**config.mk**
```make
export PLATFORM = sky130hd
export DESIGN_NAME = hdec_scan
export DESIGN_NICKNAME = d
export VERILOG_FILES = /design/src/rtl/hdec_scan.sv
export SDC_FILE = /design/constraint.sdc
export NUM_CORES = 1
export LEC_CHECK = 0
export CAP_MARGIN = 20
export CORE_MARGIN = 3
export CORE_UTILIZATION = 30
export DETAILED_ROUTE_END_ITERATION = 12
export GPL_TIMING_DRIVEN = 0
export PLACE_DENSITY = 0.51
export SLEW_MARGIN = 10
export SYNTH_ARGS = -nofsm -noshare
export SYNTH_HDL_FRONTEND = slang
export SYNTH_SLANG_ARGS = --single-unit
export TNS_END_PERCENT = 100
```
**constraint.sdc**
```tcl
create_clock -name clk_i -period 1.83 [get_ports clk_i]
set_clock_uncertainty 0.05 [all_clocks]
set_input_delay 0.2745 -clock clk_i [delete_from_list [all_inputs] [get_ports clk_i]]
set_output_delay 0.2745 -clock clk_i [all_outputs]
set_load 0.03 [all_outputs]
```
**src/rtl/hdec_scan.sv**
```systemverilog
// hdec_scan: registered N-to-2^N one-hot decoder with scan sequencer (HDEC_BLANK_EN adds a blank cycle between lines)
module hdec_scan #(
  parameter int N     = 3,
  parameter int DWELL = 4
) (
  input  logic             clk_i,
  input  logic             rst_i,
  input  logic             en_i,
  input  logic             mode_i,
  input  logic             load_i,
  input  logic [N-1:0]     w_i,
  output logic [(1<<N)-1:0] y_o,
  output logic [N-1:0]     idx_o,
  output logic             wrap_o
);
  localparam int M  = 1 << N;
  localparam int DW = (DWELL > 1) ? $clog2(DWELL) : 1;
  localparam logic [DW-1:0] DLAST = DW'(DWELL - 1);
  localparam logic [M-1:0]  ONE   = M'(1);
`ifdef HDEC_BLANK_EN
  typedef enum logic [1:0] {IDLE, DIRECT, SCAN, BLANK} state_t;
`else
  typedef enum logic [1:0] {IDLE, DIRECT, SCAN} state_t;
`endif
  state_t         state_q, state_d;
  logic [N-1:0]   idx_q, idx_d, adv;
  logic [DW-1:0]  dcnt_q, dcnt_d;
  logic [M-1:0]   y_q, y_d;
  logic           wrap_q, wrap_d;
  always_ff @(posedge clk_i) begin
    if (rst_i) begin
      state_q <= IDLE;
      idx_q   <= '0;
      dcnt_q  <= '0;
      y_q     <= '0;
      wrap_q  <= 1'b0;
    end else begin
      state_q <= state_d;
      idx_q   <= idx_d;
      dcnt_q  <= dcnt_d;
      y_q     <= y_d;
      wrap_q  <= wrap_d;
    end
  end
  always_comb begin
    state_d = state_q;
    idx_d   = idx_q;
    dcnt_d  = '0;
    y_d     = '0;
    wrap_d  = 1'b0;
    adv     = idx_q + N'(1);
    if (!en_i) begin
      state_d = IDLE;
    end else if (!mode_i) begin
      state_d = DIRECT;
      idx_d   = load_i ? w_i : idx_q;
      y_d     = ONE << idx_d;
    end else if (load_i) begin
      state_d = SCAN;
      idx_d   = w_i;
      y_d     = ONE << w_i;
    end else if (state_q != SCAN) begin
      // entry (and return from blank) restarts a full dwell on the current line
      state_d = SCAN;
      y_d     = ONE << idx_q;
    end else if (dcnt_q != DLAST) begin
      dcnt_d = dcnt_q + DW'(1);
      y_d    = y_q;
    end else begin
      idx_d  = adv;
      wrap_d = (adv == '0);
`ifdef HDEC_BLANK_EN
      state_d = BLANK;
`else
      y_d = ONE << adv;
`endif
    end
  end
  assign y_o    = y_q;
  assign idx_o  = idx_q;
  assign wrap_o = wrap_q;
endmodule

```
==> qor.yml, run 1 <==
placement:
  placed_cell_area_um2: 991
  post-place-ws_ps: -233
  hpwlAfterDp_um: 1280
  routabilityCongestion: 0.726
  placedCellCount: 123
  io_buffer_count: 19
yosys:
  yosys.area.top_type_share_pct: 41.8
  syn_inst: 76
  postSynthNetCount: 87
  synth-seq-cells: 16
  synth_cell_types: 28
  ys_seq_area_share_pct: 41.8
  synth.area.top_cells: "dfxtp_1 (42%), a32o_1 (10%), ha_1 (4.9%), o21ai_0 (4.6%), nand2b_1 (4.1%)"
  netlist_area_um2: 766
  syn_area_per_cell_um2: 10.1
  synth_area_leader_cell: "dfxtp_1"
  yosysWarnings: 0
floorplan:
  start_util_pct: 33.0
  core_um2: 2320
  rows: 17
  die_w_um: 56.5
  die_area_um2: 3190
  die_y_um: 56.5
  ios: 20
routing:
  wl_um: 1620
  drt-wirelength-per-cell_um: 12.8
  firstDrtPassIters: 4
  drt_iter0_markers: 8
  vias: 651
  viasPerCell: 5.13
  drc: 0
  ant_nets: 0
clock_network:
  htreeDepth: 1
  cts_tree: "yes"
  clock_latency_ps: 280
  clk_pin_slew_worst_paths_ps: 100
  cts_inserted_buffers: 3
  cts_hold_buf: 0
  cts.sinks: 16
  clockBufferDepth: 2
  cts_root_buf: "clkbuf_4"
  postCtsSetupBuffers: 0
  cts_resized: 0
final_layout:
  design_area_um2: 1040
  drive_gt1_share_pct: 14.1
  diodes: 0
  area_growth_pct: 35.3
  final_cell_mix: "clkdlybuf4s50_1 (18), dfxtp_1 (16), a32o_1 (8)"
  final_net_count: 111
  multi_input_comb_area_um2: 443
  post-route-util_pct: 44.7
  mostFrequentLayoutCell: "clkdlybuf4s50_1"
  nFillCells: 227
  fin_cells: 127
  seq_area_um2: 320
timing:
  layout_setup_ws_ps: 56.9
  fin_setup_tns_ps: 0
  setup_violations: 0
  finalCriticalPeriod_ps: 1770
  slew-limit-headroom_pct: 75.7
  clock.fmax_mhz: 564
  hold_viol_final: 0
  rsz0062_at_grt: "no"
  tightest_slew_ps: 361
  whs_ps: 387
  slew_violations: 0
  post-route-period-util_pct: 96.9
setup_path:
  critPathArrivalTime_ps: 1900
  required_ps: 1960
  reg2reg_slack_ps: 170
  path_max_fanout: 8
  end_kind: "flop"
  start_kind: "input port"
  critPathKind: "input port to flop"
power_and_ir_drop:
  leakage_nw: 0.404
  total_power_mw: 0.727
  peakVddDrop_uv: 320
  power_density_nw_per_um2: 702
global_route:
  grt_pass1_vias: 602
  antenna_found_initial: 0
  grt_first_pass_wirelength_um: 2820
  grt_max_degree: 11
  track_usage_pct: 11.0
  grt_overflow: 0
worst_hold_path:
  hold_path.class: "flop to flop"
job:
  cap_violations: 0
run_status:
  status: "complete, no violations"
registers in the layout, summed over array words and instances (netlist names):
register,count
y_o,8
idx_o,3
dcnt_q,2
state_q,2
wrap_o,1
worst paths after layout:
check,start,endpoint,cells after the start
worst max-delay path,mode_i,y_o[2],5
worst min-delay path,dcnt_q[0],dcnt_q[0],1
worst max register to register,idx_o[0],y_o[1],5
worst min register to register,dcnt_q[0],dcnt_q[0],1
cells by family (layout without fill, tap and decap cells):
kind of cell	count (synthesis)	in the layout	synth area share (%)
xor+xnor	2	2	2.29
mux	2	2	3.27
simple gates	25	25	20.6
compound gates	26	26	26.0
flops	16	16	41.8
fa+ha+maj	3	3	4.90
buf+inv	2	25	1.14
synth_stat cells (all sizes together):
library cell / instances
o21a: 4
nor3: 1
nand2: 3
o21ai: 8
a21oi: 4
buf: 1
inv: 1
nand2b: 5
nand3: 1
and2: 2
nand4b: 1
o31ai: 1
dfxtp: 16
or3: 1
nor2b: 2
nand3b: 1
a221oi: 1
a32o: 8
and3b: 2
mux2: 1
xnor2: 2
mux2i: 1
ha: 3
nor2: 6
cell type report:
class	instances	share of cell area (%)
Sequential cell	16	30.9
Multi-Input combinational cell	58	42.8
Tap cell	28	3.38
Buffer	1	0.483
Clock buffer	4	3.50
Inverter	1	0.362
Timing Repair Buffer	19	18.6
critical path, cell delays in order:
cell	delay (ps)
clkdlybuf4s50_1	660
nand3b_2	160
mux2_4	330
o21a_4	220
a32o_1	250
layer usage:
| metal | part of all wire, % | up-vias | routed length [um] | track usage (%) |
|---|---|---|---|---|
| met2 | 42 | 11 | 688 | 16.0 |
| met4 | 0.86 | 0 | 14 | 4.07 |
| met1 | 52 | 306 | 849 | 15.8 |
| li1 | - | 332 | - | - |
| met3 | 4.1 | 2 | 67 | 2.30 |
| met5 | 0 | - | 0 | 0 |
power breakdown:
part           switching [mW]  internal [mW]  total, mW
combinational          0.0670         0.0599      0.127
clock                   0.109          0.121      0.230
sequential             0.0109          0.359      0.370
No activity file was read; power rests on OpenSTA's default activity.
==> run 2, diff against run 1 <==
CAP_MARGIN = unset   (was 20)
==> results of run 2 <==
Final layout, timing and power as in run 1 (identical DEF).
==> edit: new RTL, flow settings as in run 1 <==
Change the parameter `N` from 3 to 2.
--- a/src/rtl/hdec_scan.sv
+++ b/src/rtl/hdec_scan.sv
@@ -1,6 +1,6 @@
 // hdec_scan: registered N-to-2^N one-hot decoder with scan sequencer (HDEC_BLANK_EN adds a blank cycle between lines)
 module hdec_scan #(
-  parameter int N     = 3,
+  parameter int N     = 2,
   parameter int DWELL = 4
 ) (
   input  logic             clk_i,
Interface: changed (resized idx_o, w_i and y_o); port bits go from 20 to 14. The function was not compared with the original's and may differ.
==> edit against run 1 <==
Fmax up 3.9%. First-iteration DRC count decreased by 75%. Power decreased by 32%. Sequential cell count decreased by 5. Final area fell by 31%. Routed wire length decreased by 38%. Largest power group unchanged. Critical endpoint is now idx_o[0]. Area after synthesis fell by 31%. Worst setup slack better by 67 ps.
==> edit: results (changes against run 1) <==
{
  "run_status": "finished, final reports clean",
  "crit_end": "idx_o[0]",
  "ys_seq_area_share": {"value": 41.4, "unit": "%", "change": "-0.42 points"},
  "grtUsageMet3": {"value": 5.90, "unit": "%", "change": "+3.6 points"},
  "seq-power": {"value": 0.253, "unit": "mW", "change": "-32%"},
  "synth_xor_xnor_area_share": {"value": 1.65, "unit": "%", "change": "-0.64 points"},
  "dp_worst_setup_slack": {"value": -231, "unit": "ps", "change": "+1.97 ps"},
  "startpoint": "idx_o[0]",
  "max_stage_delay": {"value": 700, "unit": "ps", "change": "+40 ps"},
  "worst_hold_path_type": "primary input to register",
  "vias_in_the_first_global_route": {"value": 419, "change": "-30%"},
  "power.density": {"value": 698, "unit": "nW/um2", "change": "-0.53%"},
  "drt-wirelength-per-cell": {"value": 10.4, "unit": "um", "change": "-18%"},
  "timing.hold.ws": {"value": 333, "unit": "ps", "change": "-54.2 ps"},
  "routabilityCongestion": {"value": 0.689, "change": "-5.1%"},
  "min_period_over_period": {"value": 93.2, "unit": "%", "change": "-3.6 points"},
  "drive_above_1_share": {"value": 13.9, "unit": "%", "change": "-0.25 points"},
  "number_of_library_cell_types_mapped_by_synthesis": {"value": 27, "change": "-3.6%"},
  "r2r-end": "y_o[2]",
  "critical_path_source_type": "register",
  "layout_filler_cell_count": {"value": 163, "change": "-28%"},
  "yosys-top-cells-count": "sky130_fd_sc_hd__dfxtp_1, sky130_fd_sc_hd__nand2_1, sky130_fd_sc_hd__o21ai_0, sky130_fd_sc_hd__o32ai_1, sky130_fd_sc_hd__nor2_1",
  "cell_count_after_placement": {"value": 92, "change": "-25%"},
  "postSynthCellCount": {"value": 56, "change": "-26%"},
  "dpl_cell_area": {"value": 682, "unit": "um2", "change": "-31%"},
  "grt_first_pass_wirelength": {"value": 1750, "unit": "um", "change": "-38%"},
  "worstPathMaxFanout": {"value": 5, "change": "-3"},
  "timing.reg2reg.setup_slack": {"value": 230, "unit": "ps", "change": "+60 ps"},
  "clock_power_share": {"value": 32.1, "unit": "%", "change": "+0.4 points"},
  "detailroute.wirelength.met2": {"value": 434, "unit": "um", "change": "-37%"},
  "grt_max_degree": {"value": 10, "change": "-1"},
  "port-buffer-count": {"value": 12, "change": "-7"},
  "vias": {"value": 430, "change": "-34%"},
  "r2r-start": "dcnt_q[0]",
  "detail_route.wirelength": {"value": 1000, "unit": "um", "change": "-38%"},
  "clk_pin_slew_worst_paths": {"value": 70, "unit": "ps", "change": "-30 ps"},
  "muxShareOfSynthArea": {"value": 2.82, "unit": "%", "change": "-0.44 points"},
  "cellLeakagePower": {"value": 0.283, "unit": "nW", "change": "-30%"},
  "dr.first_iter.drc_count": {"value": 2, "change": "-6"},
  "worstHoldPathCells": {"value": 2, "change": "+1"},
  "grtUsageMet1": {"value": 13.6, "unit": "%", "change": "-2.2 points"}
}
==> edit: cell count changes in the layout (fill, tap and decap cells not counted), moves of 2 or more <==
cell                              change
sky130_fd_sc_hd__a21oi_1              -2
sky130_fd_sc_hd__a32o_1               -8
sky130_fd_sc_hd__clkdlybuf4s50_1      -7
sky130_fd_sc_hd__dfxtp_1              -5
sky130_fd_sc_hd__nand2_1              +4
sky130_fd_sc_hd__nand2b_1             -2
sky130_fd_sc_hd__nor2_1               -2
sky130_fd_sc_hd__o21a_1               -2
sky130_fd_sc_hd__o21ai_0              -2
sky130_fd_sc_hd__o32ai_1              +4
sky130_fd_sc_hd__xnor2_1              -2
==> edit: final cells by class <==
type	count	area (um2)	share of cell area (%)
Timing Repair Buffer	12	123	17.3
Multi-Input combinational cell	42	292	41.0
Clock buffer	4	26.3	3.70
Sequential cell	11	220	31.0
Buffer	2	16.3	2.29
Inverter	1	3.75	0.528
Tap cell	24	30.0	4.23
